<file path="src/rtl/uart_frame_pkg.sv">
// Shared types and constants for the UART register-write frame controller.
// Used by uart_frame_ctrl and uart_gap_timer.
package uart_frame_pkg;

    typedef enum logic [1:0] {
        IDLE = 2'd0,
        ADDR = 2'd1,
        DATA = 2'd2,
        CHK  = 2'd3
    } frame_state_t;

    localparam logic [1:0] ERR_NONE = 2'd0;
    localparam logic [1:0] ERR_CHK  = 2'd1;
    localparam logic [1:0] ERR_ADDR = 2'd2;
    localparam logic [1:0] ERR_TMO  = 2'd3;

    localparam int NUM_REGS = 4;

    // Frame checksum: byte-wise sum of header, address and data, modulo 256.
    function automatic logic [7:0] frame_sum(input logic [7:0] hdr,
                                             input logic [7:0] addr,
                                             input logic [7:0] data);
        return hdr + addr + data;
    endfunction

endpackage

</file>
<file path="src/rtl/uart_gap_timer.sv">
// Loadable down-counter that flags the last clock of an inter-byte gap window.
// Clear has priority over load; expired is high while the count sits at one.
module uart_gap_timer #(
    parameter int LOAD_VAL = 50_000
) (
    input  logic sys_clk,
    input  logic sys_rst,
    input  logic clear,
    input  logic load,
    output logic expired
);

    localparam int CNT_W = $clog2(LOAD_VAL + 1);

    logic [CNT_W-1:0] count;

    always_ff @(posedge sys_clk or posedge sys_rst) begin
        if (sys_rst) begin
            count <= '0;
        end else if (clear) begin
            count <= '0;
        end else if (load) begin
            count <= CNT_W'(LOAD_VAL);
        end else if (count != '0) begin
            count <= count - CNT_W'(1);
        end
    end

    assign expired = (count == CNT_W'(1));

endmodule

</file>
<file path="src/rtl/uart_frame_ctrl.sv">
// Parses HEADER/ADDR/DATA[/CHK] byte frames from a UART receiver into register writes.
// Define UART_FRAME_CHK_EN to require the trailing checksum byte.
module uart_frame_ctrl #(
    parameter int          CLK_FREQ    = 50_000_000,
    parameter int          TIMEOUT_CYC = 50_000,
    parameter logic [7:0]  HEADER      = 8'hA5
) (
    input  logic        sys_clk,
    input  logic        sys_rst,
    input  logic [7:0]  uart_data,
    input  logic        uart_done,
    output logic        wr_en,
    output logic [1:0]  wr_addr,
    output logic [7:0]  wr_data,
    output logic [31:0] cfg_regs,
    output logic        frame_err,
    output logic [1:0]  err_code
);

    import uart_frame_pkg::*;

    frame_state_t state;
    frame_state_t state_next;

    logic       uart_done_q;
    logic       strobe;
    logic       gap_expired;
    logic       timeout;
    logic       timer_clear;
    logic [7:0] addr_q;
    logic       capture_addr;
    logic       commit;
    logic [7:0] commit_data;
    logic       reject;
    logic [1:0] reject_code;
`ifdef UART_FRAME_CHK_EN
    logic [7:0] data_q;
    logic       capture_data;
`endif

    assign strobe      = uart_done & ~uart_done_q;
    // A byte arriving on the expiry cycle keeps the frame alive.
    assign timeout     = gap_expired & ~strobe & (state != IDLE);
    assign timer_clear = (state_next == IDLE);

    uart_gap_timer #(
        .LOAD_VAL (TIMEOUT_CYC)
    ) u_gap_timer (
        .sys_clk (sys_clk),
        .sys_rst (sys_rst),
        .clear   (timer_clear),
        .load    (strobe),
        .expired (gap_expired)
    );

    always_comb begin
        state_next   = state;
        capture_addr = 1'b0;
        commit       = 1'b0;
        commit_data  = uart_data;
        reject       = 1'b0;
        reject_code  = ERR_NONE;
`ifdef UART_FRAME_CHK_EN
        capture_data = 1'b0;
`endif
        case (state)
            IDLE: begin
                if (strobe && uart_data == HEADER) begin
                    state_next = ADDR;
                end
            end
            ADDR: begin
                if (strobe) begin
                    capture_addr = 1'b1;
                    state_next   = DATA;
                end
            end
            DATA: begin
                if (strobe) begin
`ifdef UART_FRAME_CHK_EN
                    capture_data = 1'b1;
                    state_next   = CHK;
`else
                    state_next = IDLE;
                    if (addr_q < 8'(NUM_REGS)) begin
                        commit = 1'b1;
                    end else begin
                        reject      = 1'b1;
                        reject_code = ERR_ADDR;
                    end
`endif
                end
            end
`ifdef UART_FRAME_CHK_EN
            CHK: begin
                commit_data = data_q;
                if (strobe) begin
                    state_next = IDLE;
                    if (uart_data != frame_sum(HEADER, addr_q, data_q)) begin
                        reject      = 1'b1;
                        reject_code = ERR_CHK;
                    end else if (addr_q >= 8'(NUM_REGS)) begin
                        reject      = 1'b1;
                        reject_code = ERR_ADDR;
                    end else begin
                        commit = 1'b1;
                    end
                end
            end
`endif
            default: begin
                state_next = IDLE;
            end
        endcase
        if (timeout) begin
            state_next  = IDLE;
            reject      = 1'b1;
            reject_code = ERR_TMO;
        end
    end

    always_ff @(posedge sys_clk or posedge sys_rst) begin
        if (sys_rst) begin
            state       <= IDLE;
            uart_done_q <= 1'b0;
            addr_q      <= '0;
`ifdef UART_FRAME_CHK_EN
            data_q      <= '0;
`endif
            wr_en       <= 1'b0;
            wr_addr     <= '0;
            wr_data     <= '0;
            cfg_regs    <= '0;
            frame_err   <= 1'b0;
            err_code    <= ERR_NONE;
        end else begin
            state       <= state_next;
            uart_done_q <= uart_done;
            wr_en       <= commit;
            frame_err   <= reject;
            if (capture_addr) begin
                addr_q <= uart_data;
            end
`ifdef UART_FRAME_CHK_EN
            if (capture_data) begin
                data_q <= uart_data;
            end
`endif
            // Register bank and write port update on the same edge as the wr_en pulse.
            if (commit) begin
                wr_addr                                <= addr_q[1:0];
                wr_data                                <= commit_data;
                cfg_regs[{addr_q[1:0], 3'b000} +: 8]   <= commit_data;
            end
            if (reject) begin
                err_code <= reject_code;
            end
        end
    end

endmodule

</file>
<file path="config.mk">
export PLATFORM = sky130hd
export DESIGN_NAME = uart_frame_ctrl
export DESIGN_NICKNAME = d
export VERILOG_FILES = /design/src/rtl/uart_frame_pkg.sv /design/src/rtl/uart_gap_timer.sv /design/src/rtl/uart_frame_ctrl.sv
export SDC_FILE = /design/constraint.sdc
export NUM_CORES = 1
export LEC_CHECK = 0
export CORE_UTILIZATION = 30
export CTS_CLUSTER_SIZE = 16
export DETAILED_ROUTE_END_ITERATION = 12
export HOLD_SLACK_MARGIN = 0.12
export SYNTH_ARGS = -nofsm -noshare
export SYNTH_HDL_FRONTEND = slang
export SYNTH_SLANG_ARGS = --single-unit
</file>
<file path="constraint.sdc">
create_clock -name sys_clk -period 2.2 [get_ports sys_clk]
set_clock_uncertainty 0.1 [all_clocks]
set_input_delay 0.33 -clock sys_clk [delete_from_list [all_inputs] [get_ports sys_clk]]
set_output_delay 0.33 -clock sys_clk [all_outputs]
set_load 0.05 [all_outputs]
</file>
# Yosys cells after proc, flatten, opt, wreduce, memory -nomap -nowiden
# Index checks and enable logic that the tools add are counted.
# word_totals
register_bits,73
latchBits,0
ram_bits,0
romBits,0
input_bits,11
out_inout_bits,46
memories,0
# classes
n_addsub,2
mul,0
div,0
order_cmp,1
eq_ne,4
shifts,2
mux,22
n_bitwise,5
reduce_logical,6
# ops
op,count
$mux W16,3
$bwmux W32,1
$shift A8 B7 Y32 const A,1
$shiftx A8 B7 Y32,1
$eq A16 B1 Y1 const B,1
$mux W2,8
$reduce_bool A16 Y1,1
$sub A16 B1 Y16 const B,1
$mux W1,9
$eq A8 B8 Y1 const B,1
$lt A8 B3 Y1 const B,1
$neg A5 Y7,1
$pmux W2 S3,1
$logic_not A2 Y1,2
$and A1 B1 Y1,3
$reduce_bool A3 Y1,1
$eq A2 B1 Y1 const B,1
$eq A2 B2 Y1 const B,1
$not A1 Y1,2
$reduce_bool A2 Y1,1
$logic_and A1 B1 Y1,1

# Depth between registers and ports, before layout
# depth
word_depth,8
mapped_depth,7
depth_no_buf,7

# Cells and area by module
# Synthesis repeated with hierarchy kept, for this count alone.
# hier_totals
cells_unflattened,322
hier_area_um2,3538.4
# by_module_without_submodules
module,instances,cells_each,area_each_um2
uart_frame_ctrl,1,218,2560.0
uart_gap_timer,1,104,978.4

# Worst setup path before layout
# No wires, ideal clock.
# synth_path
kind,reg-to-reg
from,reg addr_q[0]
to,reg cfg_regs[0]
setup_ps,83
arrival_time_ps,1581
slack_ps,436
path_stages_with_launch,6
n_path_buf,0
cell_sequence,dfrtp_1 > inv_1 > ha_1 > nor3b_1 > nand3_1 > o21ai_0
# synth_via
elab_chain_cells,4
word_cells_on_any_way,8
classes_between,add/sub: 1; order compare: 1; shift: 2; mux: 4
# synth_lines
element,line_no,rtl
start: declaration,uart_frame_ctrl.sv:30,logic [7:0] addr_q;
start signal: assignment,uart_frame_ctrl.sv:142,addr_q <= uart_data;
branches (longest 4 deep; another with $neg A5 Y7),n/a,
end signal: indexed assignment,uart_frame_ctrl.sv:153,"cfg_regs[{addr_q[1:0], 3'b000} +: 8] <= commit_data;"
end: declaration,uart_frame_ctrl.sv:15,"output logic [31:0] cfg_regs,"
# Several ways; the timed one is not identified.
# A chain may end at the register's enable or synchronous reset.

# Worst setup path after layout
# layout_path
from,reg wr_data[7]
to,out wr_data[7]
# layout_lines
element,line_no,rtl
start: declaration,uart_frame_ctrl.sv:14,"output logic [7:0] wr_data,"
start signal: assignment,uart_frame_ctrl.sv:152,wr_data <= commit_data;
# No word-level cell between the ends.

==> reports/summary.txt <==
run status - complete, no violations
final worst path period share - 90.0%
root buffer cell - sky130_fd_sc_hd__clkbuf_16
Worst Tran Pin Value - 0.595 ns
effective utilization at floorplan - 31.2%
Simple-Gate Fraction of Synth Area - 22.7%
final hold viol count - 0
Data required, critical path - 1.77 ns
critical-path cell list - clkdlybuf4s50_1
classification of the worst-slack hold path - in -> async
HPWL Detailed - 5.53 mm
# DRC - 0
portion of synthesized cell area occupied by the leading cell type - 53.6%
dpl ws - -0.0384 ns
weighted congestion reported at the end of routability-driven placement - 0.786
number of clock sinks - 73
top cells by area in the synthesized netlist - sky130_fd_sc_hd__dfrtp_1 54%, sky130_fd_sc_hd__o21ai_0 5.9%, sky130_fd_sc_hd__nand3_1 5.1%, sky130_fd_sc_hd__inv_1 5.0%, sky130_fd_sc_hd__nand2_1 4.7%
number of vias per cell after detailed routing - 4.64
most used standard cell by instance count after synthesis - sky130_fd_sc_hd__dfrtp_1
combinational family with the most area after synthesis - simple AND/OR/NAND/NOR gates
Routed wire per std cell - 14.3 µm
top cell types by occurrence after synthesis - 73 x sky130_fd_sc_hd__dfrtp_1, 45 x sky130_fd_sc_hd__inv_1, 43 x sky130_fd_sc_hd__nand2_1
GRT Overall Usage - 15.2%
fraction of layout cells with a size suffix above 1 - 13.7%
routed wire length - 8.15 mm
port bufs - 56
first-pass GRT wire length - 13.7 mm
Power per Cell Area - 697 nW/µm²
Clk pin slew, worst setup/hold paths - 0.06 ns
share of the synthesized area in compound gates (AO/OA/AOI/OAI) - 9.28%
PnR worst setup slack - 0.221 ns
maximum level of the CTS H-tree - 3
final setup violation count - 0
first-pass detailed-route iteration total - 5
flip-flop and latch area - 1830 µm²
total I/O pin count - 57
vias in the first global route - 2782
number of vias in the routed layout - 2646
post-synth cell types - 45
synthesized-area fraction occupied by adder cells - 2.93%
most common flop cell mapped by yosys - sky130_fd_sc_hd__dfrtp_1
unrepaired setup endpoints after global routing - false
peak per-stage delay on the critical path - 0.86 ns
filler cell count - 1091
multiplexer share of the synthesized area - 2.27%
Vert. Die Dim - 109 µm
CTS tree - built
category of the worst setup path capture point - output pin
max-cap check violation count - 0
multi-input combinational cell area - 1340 µm²
Post-Syn Instances - 347
Clock Path Buffers - 2
highest attainable clock frequency - 505 MHz
post-route antenna net violation count - 0
antenna diode instance count - 0
nets - 444
worst path bufs/invs - 1
hold bufs inserted after CTS - 0
total grt overflow - 0
cell area after synthesis - 3410 µm²
Final Power - 3.16 mW
fraction of registers with async set or reset after synthesis - 100%
category of the worst setup path launch point - flop
die area - 11800 µm²
VDD IR-drop max - 0.383 mV
Yosys warnings - 0
Static Leakage - 2.12 nW
width of the die - 109 µm
library cell contributing the largest single delay on the critical path - sky130_fd_sc_hd__clkdlybuf4s50_1
critical path data arrival time - 1.55 ns
number of buffers created by CTS - 9
number of buffers added for setup after CTS - 0
First DRT Iteration DRCs - 91
Mean Syn Cell Area - 9.83 µm²
worst-skew pair later-pin latency - 0.33 ns
number of storage elements in the synthesis netlist - 73
worst rel slew slack - 60.3%
cell accounting for the most synthesized area - sky130_fd_sc_hd__dfrtp_1
crit path max fanout - 2
post-CTS resize count - 0
final worst path period need - 1.98 ns
number of enable flip-flop cells after synthesis - 0
path type of the worst setup path - reg -> out
number of antenna violations at the first check in global routing - 0
max-slew violations - 0
pin count of the biggest net entering global routing - 74
core outline area - 10900 µm²
number of rows in the core area - 38
parity-gate share of the synthesized area counting xor and xnor cells - 2.05%
Synth Net Count - 366
area delta synth->final - 32.7%
family with the most delay on the worst path - buffers and inverters
sequential element share of the synthesized area - 53.6%
==> cells in the final DEF, fill, tap and decap left out, types with 2 or more instances in the layout <==
master,instances
sky130_fd_sc_hd__nor2_4,4
sky130_fd_sc_hd__nor2b_1,2
sky130_fd_sc_hd__mux2_2,6
sky130_fd_sc_hd__inv_6,3
sky130_fd_sc_hd__xnor2_1,3
sky130_fd_sc_hd__xor2_1,5
sky130_fd_sc_hd__ha_1,8
sky130_fd_sc_hd__nor2_1,19
sky130_fd_sc_hd__nand2_1,43
sky130_fd_sc_hd__clkinvlp_4,4
sky130_fd_sc_hd__nand3_1,35
sky130_fd_sc_hd__nand4_1,4
sky130_fd_sc_hd__nor4_4,3
sky130_fd_sc_hd__nand2b_1,4
sky130_fd_sc_hd__nor3b_1,4
sky130_fd_sc_hd__a31oi_1,3
sky130_fd_sc_hd__buf_4,19
sky130_fd_sc_hd__nand3_2,2
sky130_fd_sc_hd__dfrtp_1,73
sky130_fd_sc_hd__or2_2,2
sky130_fd_sc_hd__o21ai_0,40
sky130_fd_sc_hd__nor3_1,3
sky130_fd_sc_hd__clkdlybuf4s50_1,56
sky130_fd_sc_hd__clkbuf_16,9
sky130_fd_sc_hd__inv_1,44
sky130_fd_sc_hd__a21oi_1,9
==> report_power, final <==
part           leakage (nW)  switching, mW  internal (mW)  total, mW
Sequential            0.839         0.0252           1.38       1.41
Clock                 0.132          0.597          0.806       1.40
Combinational          1.15          0.225          0.121      0.346
Total                  2.12          0.847           2.31       3.16
==> per-stage QoR <==
step	cell area (µm²)	TNS (ns)	hold slack [ns]	utilization [%]	std cells
after floorplan	3410	0	0.261	-	347
after global placement	4240	0	0.359	38.8	554
after detailed placement	4240	-0.197	0.366	38.8	554
after CTS	4530	0	0.382	41.4	570
after global routing	4530	0	0.405	41.4	570
final	4530	0	0.359	41.4	570
==> area by class of cell <==
class                   count  area share, %
flip-flops and latches     73           40.4
repair buffers             76           16.0
well taps                 140           3.87
inverters                  46           3.90
multi-input cells         219           29.5
clock inverters             6           1.08
clock buffers              10           5.28
==> registers in the layout (all words and copies together) (netlist names) <==
signal and count:
err_code 2, frame_err 1, uart_done_q 1, cfg_regs 32, state 2, wr_addr 2, u_gap_timer.count 16, wr_en 1
addr_q 8, wr_data 8
==> logic make-up after synthesis <==
group	Yosys count
xor+xnor	8
compound gates	58
buf+inv	55
mux	7
fa+ha+maj	8
flops	73
simple gates	138
==> path summary, 6_finish.rpt <==
| kind | from | end | slack (ns) | depth (start not counted) |
|---|---|---|---|---|
| worst max-delay path | wr_data[7] | wr_data[7] | 0.22 | 1 |
| worst min-delay path | sys_rst | cfg_regs[28] | 0.36 | 3 |
| worst max register to register | u_gap_timer.count[11] | u_gap_timer.count[0] | 0.23 | 5 |
| worst min register to register | wr_data[1] | wr_data[1] | 0.38 | 2 |
| max in group asynchronous | sys_rst | addr_q[6] | 1.33 | 3 |
| min in group sys_clk | wr_data[1] | wr_data[1] | 0.38 | 2 |
==> metal layers <==
metal  GRT usage (%)  vias to the layer above  wire [µm]
met1            20.1                     1258       3810
met4            5.31                        0        125
met5               0                        -          0
met2            23.3                       60       3690
met3            5.02                       14        527
li1                -                     1314          -
Power figures use the tool's default switching activity.
